--- src/rtl/alu_pkg.sv ---
// alu_pkg: ALU op codes and arbiter FSM state encoding
package alu_pkg;
  localparam logic [2:0] ALU_ADDU = 3'b000;
  localparam logic [2:0] ALU_ADD = 3'b001;
  localparam logic [2:0] ALU_OR = 3'b010;
  localparam logic [2:0] ALU_OP_ILLEGAL = 3'b011;
  localparam logic [2:0] ALU_SUBU = 3'b100;
  localparam logic [2:0] ALU_SUB = 3'b101;
  localparam logic [2:0] ALU_SLTU = 3'b110;
  localparam logic [2:0] ALU_SLT = 3'b111;
  typedef enum logic [1:0] {S_IDLE, S_EXEC, S_RESP} state_t;
endpackage

--- src/rtl/ALU.sv ---
// ALU: 32-bit combinational ALU; Overflow only for signed ADD/SUB
module ALU
  import alu_pkg::*;
(
  input  logic [31:0] A,
  input  logic [31:0] B,
  input  logic [2:0]  ALUctr,
  output logic [31:0] Result,
  output logic        Zero,
  output logic        Overflow
);
  logic [31:0] sum, diff;
  assign sum = A + B;
  assign diff = A - B;
  always_comb begin
    Result = (ALUctr == ALU_ADDU || ALUctr == ALU_ADD) ? sum :
             (ALUctr == ALU_OR) ? (A | B) :
             (ALUctr == ALU_SUBU || ALUctr == ALU_SUB) ? diff :
             (ALUctr == ALU_SLTU) ? {31'b0, A < B} :
             (ALUctr == ALU_SLT) ? {31'b0, $signed(A) < $signed(B)} : 32'b0;
    Overflow = (ALUctr == ALU_ADD) ? (A[31] == B[31] && sum[31] != A[31]) :
               (ALUctr == ALU_SUB) ? (A[31] != B[31] && diff[31] != A[31]) : 1'b0;
  end
  assign Zero = Result == 32'b0;
endmodule

--- src/rtl/alu_rr_pick.sv ---
// alu_rr_pick: combinational round-robin pick of the first valid index at or after ptr
module alu_rr_pick #(
  parameter int NREQ = 2,
  parameter int IDW = 1
) (
  input  logic [NREQ-1:0] valid,
  input  logic [IDW-1:0]  ptr,
  output logic [NREQ-1:0] grant,
  output logic [IDW-1:0]  idx,
  output logic            any
);
  logic [NREQ-1:0] rot;
  int j;
  assign rot = NREQ'({valid, valid} >> ptr);
  assign any = |valid;
  // walk offsets from far to near so the nearest valid offset is the one left standing
  always_comb begin
    idx = '0;
    j = 0;
    for (int k = NREQ - 1; k >= 0; k--) begin
      j = int'(ptr) + k;
      j = (j >= NREQ) ? j - NREQ : j;
      idx = |(rot & (NREQ'(1) << k)) ? IDW'(j) : idx;
    end
  end
  assign grant = any ? NREQ'(1) << idx : '0;
endmodule

--- src/rtl/alu_rr_arbiter.sv ---
// alu_rr_arbiter: round-robin sharing of one ALU among NREQ requesters, tagged response channel.
// Optional ALU_OVF_STICKY_EN adds per-requester sticky overflow flags (ovf_sticky/ovf_clr).
module alu_rr_arbiter
  import alu_pkg::*;
#(
  parameter int NREQ = 2,
  parameter int IDW = (NREQ > 1) ? $clog2(NREQ) : 1
) (
  input  logic               clk,
  input  logic               rst,
  input  logic [NREQ-1:0]    req_valid,
  output logic [NREQ-1:0]    req_ready,
  input  logic [NREQ*32-1:0] req_a,
  input  logic [NREQ*32-1:0] req_b,
  input  logic [NREQ*3-1:0]  req_op,
  output logic               rsp_valid,
  input  logic               rsp_ready,
  output logic [IDW-1:0]     rsp_id,
  output logic [31:0]        rsp_result,
  output logic               rsp_zero,
  output logic               rsp_ovf,
  output logic               rsp_err
`ifdef ALU_OVF_STICKY_EN
  ,
  output logic [NREQ-1:0]    ovf_sticky,
  input  logic [NREQ-1:0]    ovf_clr
`endif
);
  state_t state_q, state_d;
  logic [IDW-1:0] ptr_q, ptr_d, id_q, id_d, g_idx;
  logic [NREQ-1:0] g_oh;
  logic any;
  logic [31:0] a_q, a_d, b_q, b_d, res_q, res_d, alu_res;
  logic [2:0] op_q, op_d;
  logic zero_q, zero_d, ovf_q, ovf_d, err_q, err_d, alu_zero, alu_ovf;

  alu_rr_pick #(.NREQ(NREQ), .IDW(IDW)) u_pick (
    .valid(req_valid), .ptr(ptr_q), .grant(g_oh), .idx(g_idx), .any(any)
  );

  ALU u_alu (
    .A(a_q), .B(b_q), .ALUctr(op_q), .Result(alu_res), .Zero(alu_zero), .Overflow(alu_ovf)
  );

  always_comb begin
    state_d = state_q;
    ptr_d = ptr_q;
    id_d = id_q;
    a_d = a_q;
    b_d = b_q;
    op_d = op_q;
    res_d = res_q;
    zero_d = zero_q;
    ovf_d = ovf_q;
    err_d = err_q;
    req_ready = '0;
    case (state_q)
      S_IDLE: if (any) begin
        req_ready = g_oh;
        a_d = 32'(req_a >> (int'(g_idx) * 32));
        b_d = 32'(req_b >> (int'(g_idx) * 32));
        op_d = 3'(req_op >> (int'(g_idx) * 3));
        id_d = g_idx;
        ptr_d = (g_idx == IDW'(NREQ - 1)) ? '0 : g_idx + IDW'(1);
        state_d = S_EXEC;
      end
      S_EXEC: begin
        err_d = op_q == ALU_OP_ILLEGAL;
        res_d = err_d ? '0 : alu_res;
        zero_d = err_d ? 1'b1 : alu_zero;
        ovf_d = err_d ? 1'b0 : alu_ovf;
        state_d = S_RESP;
      end
      default: state_d = rsp_ready ? S_IDLE : state_q;
    endcase
  end

  always_ff @(posedge clk or posedge rst) begin
    if (rst) begin
      state_q <= S_IDLE;
      ptr_q <= '0;
      id_q <= '0;
      a_q <= '0;
      b_q <= '0;
      op_q <= '0;
      res_q <= '0;
      zero_q <= 1'b0;
      ovf_q <= 1'b0;
      err_q <= 1'b0;
    end else begin
      state_q <= state_d;
      ptr_q <= ptr_d;
      id_q <= id_d;
      a_q <= a_d;
      b_q <= b_d;
      op_q <= op_d;
      res_q <= res_d;
      zero_q <= zero_d;
      ovf_q <= ovf_d;
      err_q <= err_d;
    end
  end

  assign rsp_valid = state_q == S_RESP;
  assign rsp_id = id_q;
  assign rsp_result = res_q;
  assign rsp_zero = zero_q;
  assign rsp_ovf = ovf_q;
  assign rsp_err = err_q;

`ifdef ALU_OVF_STICKY_EN
  logic [NREQ-1:0] sticky_q, sticky_d;
  // set is OR-ed after the clear mask so a same-cycle set wins
  assign sticky_d = (sticky_q & ~ovf_clr) |
                    ((state_q == S_RESP && rsp_ready && ovf_q) ? NREQ'(1) << id_q : '0);
  always_ff @(posedge clk or posedge rst) begin
    if (rst) sticky_q <= '0;
    else sticky_q <= sticky_d;
  end
  assign ovf_sticky = sticky_q;
`endif
endmodule

--- config.mk ---
export PLATFORM = sky130hd
export DESIGN_NAME = alu_rr_arbiter
export DESIGN_NICKNAME = d
export VERILOG_FILES = /design/src/rtl/alu_pkg.sv /design/src/rtl/ALU.sv /design/src/rtl/alu_rr_pick.sv /design/src/rtl/alu_rr_arbiter.sv
export SDC_FILE = /design/constraint.sdc
export NUM_CORES = 1
export LEC_CHECK = 0
export ABC_AREA = 1
export BUFFER_PORTS_ARGS = -buffer_cell sky130_fd_sc_hd__buf_4
export CAP_MARGIN = 20
export CORE_MARGIN = 8
export CORE_UTILIZATION = 40
export CTS_BUF_LIST = sky130_fd_sc_hd__clkbuf_8
export DETAILED_ROUTE_END_ITERATION = 8
export GPL_TIMING_DRIVEN = 1
export PLACE_DENSITY_LB_ADDON = 0.08
export SKIP_CTS_REPAIR_TIMING = 1
export SLEW_MARGIN = 20
export SYNTH_ARGS = -nofsm -noshare
export SYNTH_HDL_FRONTEND = slang
export SYNTH_SLANG_ARGS = --single-unit
--- constraint.sdc ---
create_clock -name clk -period 5.3 [get_ports clk]
set_input_delay 1.325 -clock clk [delete_from_list [all_inputs] [get_ports clk]]
set_output_delay 1.325 -clock clk [all_outputs]
set_load 0.05 [all_outputs]
==> impl_metrics.env <==
export IMPL_crit_path_max_fanout=5
export IMPL_synth_top_flop_cell="dfrtp_1"
export IMPL_io_pins=178
export IMPL_layout_cells_non_filler=2134
export IMPL_cts_sinks=106
export IMPL_initial_core_util_pct=40.68
export IMPL_critical_path_class="primary input to output port"
export IMPL_crit_chain="buf_4 -> o21ai_0 -> inv_2 -> nand2_1 -> inv_2 -> buf_4"
export IMPL_fmax_mhz=252.7
export IMPL_finalClockSkew_ns=0.02453
export IMPL_cts_root_buf="clkbuf_8"
export IMPL_drc=0
export IMPL_crit_buf_inv=4
export IMPL_async_flop_share_pct=100.0
export IMPL_cts_tree="yes"
export IMPL_setup_violations=0
export IMPL_period_needed_ns=3.957
export IMPL_ctsHtreeMaxLevel=3
export IMPL_vias=11060
export IMPL_synth_common_cells="nand2_1 (582), inv_1 (230), nor2_1 (147), nand3_1 (141), dfrtp_1 (106)"
export IMPL_yosysMostFrequentCell="nand2_1"
export IMPL_tns_ns=0
export IMPL_antenna_left=0
export IMPL_grt_use_total_pct=25.31
export IMPL_final_util_pct=47.82
export IMPL_max_slew_margin_rel_pct=35.46
export IMPL_met3_usage_pct=4.550
export IMPL_grt_overflow=0
export IMPL_syn_to_final_growth_pct=17.55
export IMPL_hold_depth=2
export IMPL_grt_pass1_wl_um=61820
export IMPL_synthCells=1656
export IMPL_numCtsBuffers=9
export IMPL_timing_final_crit_share_pct=74.67
export IMPL_avgSynthCellArea_um2=6.186
export IMPL_syn_num_nets=1892
export IMPL_ys_warnings_count=0
export IMPL_wl_per_cell_um=18.34
export IMPL_rsz0062_at_grt="false"
export IMPL_grt_max_degree=72
export IMPL_dpl_hpwl_um=31640
export IMPL_ys_ff_latch=106
export IMPL_via_per_inst=5.185
export IMPL_critPathCaptureType="output port"
export IMPL_wirelength_um=39140
export IMPL_yosysSeqAreaShare_pct=25.89
export IMPL_reg2regPathDepth=14
export IMPL_n_antenna_cell=0
export IMPL_dp_cells=2118
export IMPL_io_buffer_count=177
export IMPL_ys_types=37
export IMPL_met2_usage_pct=42.64
export IMPL_ys_top_cells_by_area="dfrtp_1 (26%), nand2_1 (21%), ha_1 (12%)"
export IMPL_drv_slew=0
export IMPL_slowest_stage="o21ai_0"
export IMPL_synth_top_area_cell="dfrtp_1"
export IMPL_synthesis_area_um2=10240
export IMPL_use_met1_pct=33.48
export IMPL_maxCapViolCount=0
export IMPL_critPathMaxStageDelay_ns=0.75
export IMPL_n_fill_cell=2763
export IMPL_synth_edf_count=0
export IMPL_gp_congestion=0.9698
export IMPL_die_w_um=176.0
export IMPL_final_cell_area_um2=12040
export IMPL_cts_buffer_depth=2
export IMPL_start_kind="primary input"
export IMPL_row_count=58
export IMPL_critical_path_top_delay_family="compound AO/OA/AOI/OAI gates"
export IMPL_crit_required_ns=3.97
export IMPL_worst_pin_slew_ns=0.9580
export IMPL_clock_latency_ns=0.42
export IMPL_dieHeight_um=176.0
export IMPL_worstHoldPathType="flop to flop"
export IMPL_dr_pass1_iters=8
export IMPL_outcome="finished clean"
export IMPL_clk_pin_slew_ns=0.11
export IMPL_drive_above_1_share_pct=13.14
export IMPL_cp_arrival_ns=2.63
export IMPL_dr_first_iter_drc_count=868
export IMPL_dpl_cell_area_um2=11830
export IMPL_hold_viol=0
export IMPL_critical_path_depth=6
export IMPL_grt_pass1_vias=10810
export IMPL_busiest_layer="met2"
export IMPL_layout_nets=2035
export IMPL_yosysTopAreaCellShare_pct=25.89
export IMPL_antenna_found_initial=0
export IMPL_fp_dieArea_um2=30980
export IMPL_core_area_um2=25180
==> final cells by class <==
type | count | area (um^2) | area share [%]
Clock inverter | 7 | 86.33 | 0.7170
Sequential cell | 106 | 2653 | 22.03
Inverter | 235 | 884.6 | 7.346
Multi-Input combinational cell | 1261 | 6485 | 53.86
Tap cell | 330 | 412.9 | 3.429
Clock buffer | 9 | 123.9 | 1.029
Timing Repair Buffer | 186 | 1396 | 11.60
==> stage by stage <==
| stage | hold slack, ns | worst slack, ns |
|---|---|---|
| after floorplan | 0.5020 | 1.186 |
| after global placement | 0.4685 | 1.350 |
| after detailed placement | 0.4722 | 1.333 |
| after CTS | 0.5027 | 1.334 |
| final | 0.4990 | 1.343 |
| after global routing | 0.5249 | 1.243 |
==> worst register-to-register path, delay by kind of cell, from the launching register on <==
family | cells | cell delay, ns
AOI/OAI and AO/OA | 1 | 0.08
adders and majority gates | 1 | 0.50
DFF | 1 | 0.40
and+or+nand+nor | 10 | 2.09
buffers and inverters | 2 | 0.20
==> cell families (layout without fill, tap and decap cells) <==
group,Yosys count,count (layout),share of synthesized area (%)
AOI/OAI and AO/OA,208,208,12.34
xor gates and xnor gates,3,3,0.2566
adders and majority gates,97,97,11.99
buffers and inverters,289,437,10.92
DFF,106,106,25.89
and+or+nand+nor,953,953,38.60
==> worst paths after layout <==
kind / to / start / slack, ns
worst min register to register: rsp_result[26] / rsp_result[26] / 0.50
worst max-delay path: req_ready[0] / req_valid[1] / 1.34
min in group asynchronous: ptr_q / rst / 1.06
worst max register to register: rsp_zero / a_q[22] / 2.00
worst min-delay path: rsp_result[26] / rsp_result[26] / 0.50
max in group asynchronous: b_q[14] / rst / 3.14
==> cell usage in the layout, fill, tap and decap left out, types with 2 or more instances in the layout <==
master	instances
or2_2	16
nor2_2	7
inv_1	229
fa_1	2
dfrtp_1	106
and2_1	6
nor3_1	13
a21oi_1	67
nand4_1	31
clkbuf_8	9
nand2_2	2
nor2_1	146
ha_1	95
nand3_1	141
clkinv_8	2
nand2_1	582
o211ai_1	68
nor2_4	3
xor2_1	3
o21ai_0	52
nand3b_1	2
a21boi_0	2
buf_4	186
and3_1	2
o21bai_1	13
inv_6	3
inv_2	4
==> state kept, by name (all words and copies together), names as in the netlist <==
register,cells
rsp_ovf,1
state_q,2
rsp_result,32
b_q,32
ptr_q,1
rsp_zero,1
a_q,32
rsp_err,1
op_q,3
rsp_id,1
==> routing by layer <==
| metal | up-vias | share of wire, % | wire [um] |
|---|---|---|---|
| met5 | - | 0 | 0 |
| met4 | 0 | 1.1 | 424 |
| met3 | 28 | 6.2 | 2415 |
| met2 | 335 | 48 | 18610 |
| met1 | 5158 | 45 | 17700 |
| li1 | 5543 | - | - |
Power is not shown: default switching activity piles up to over one toggle a cycle in this logic, so the estimate is an artifact.
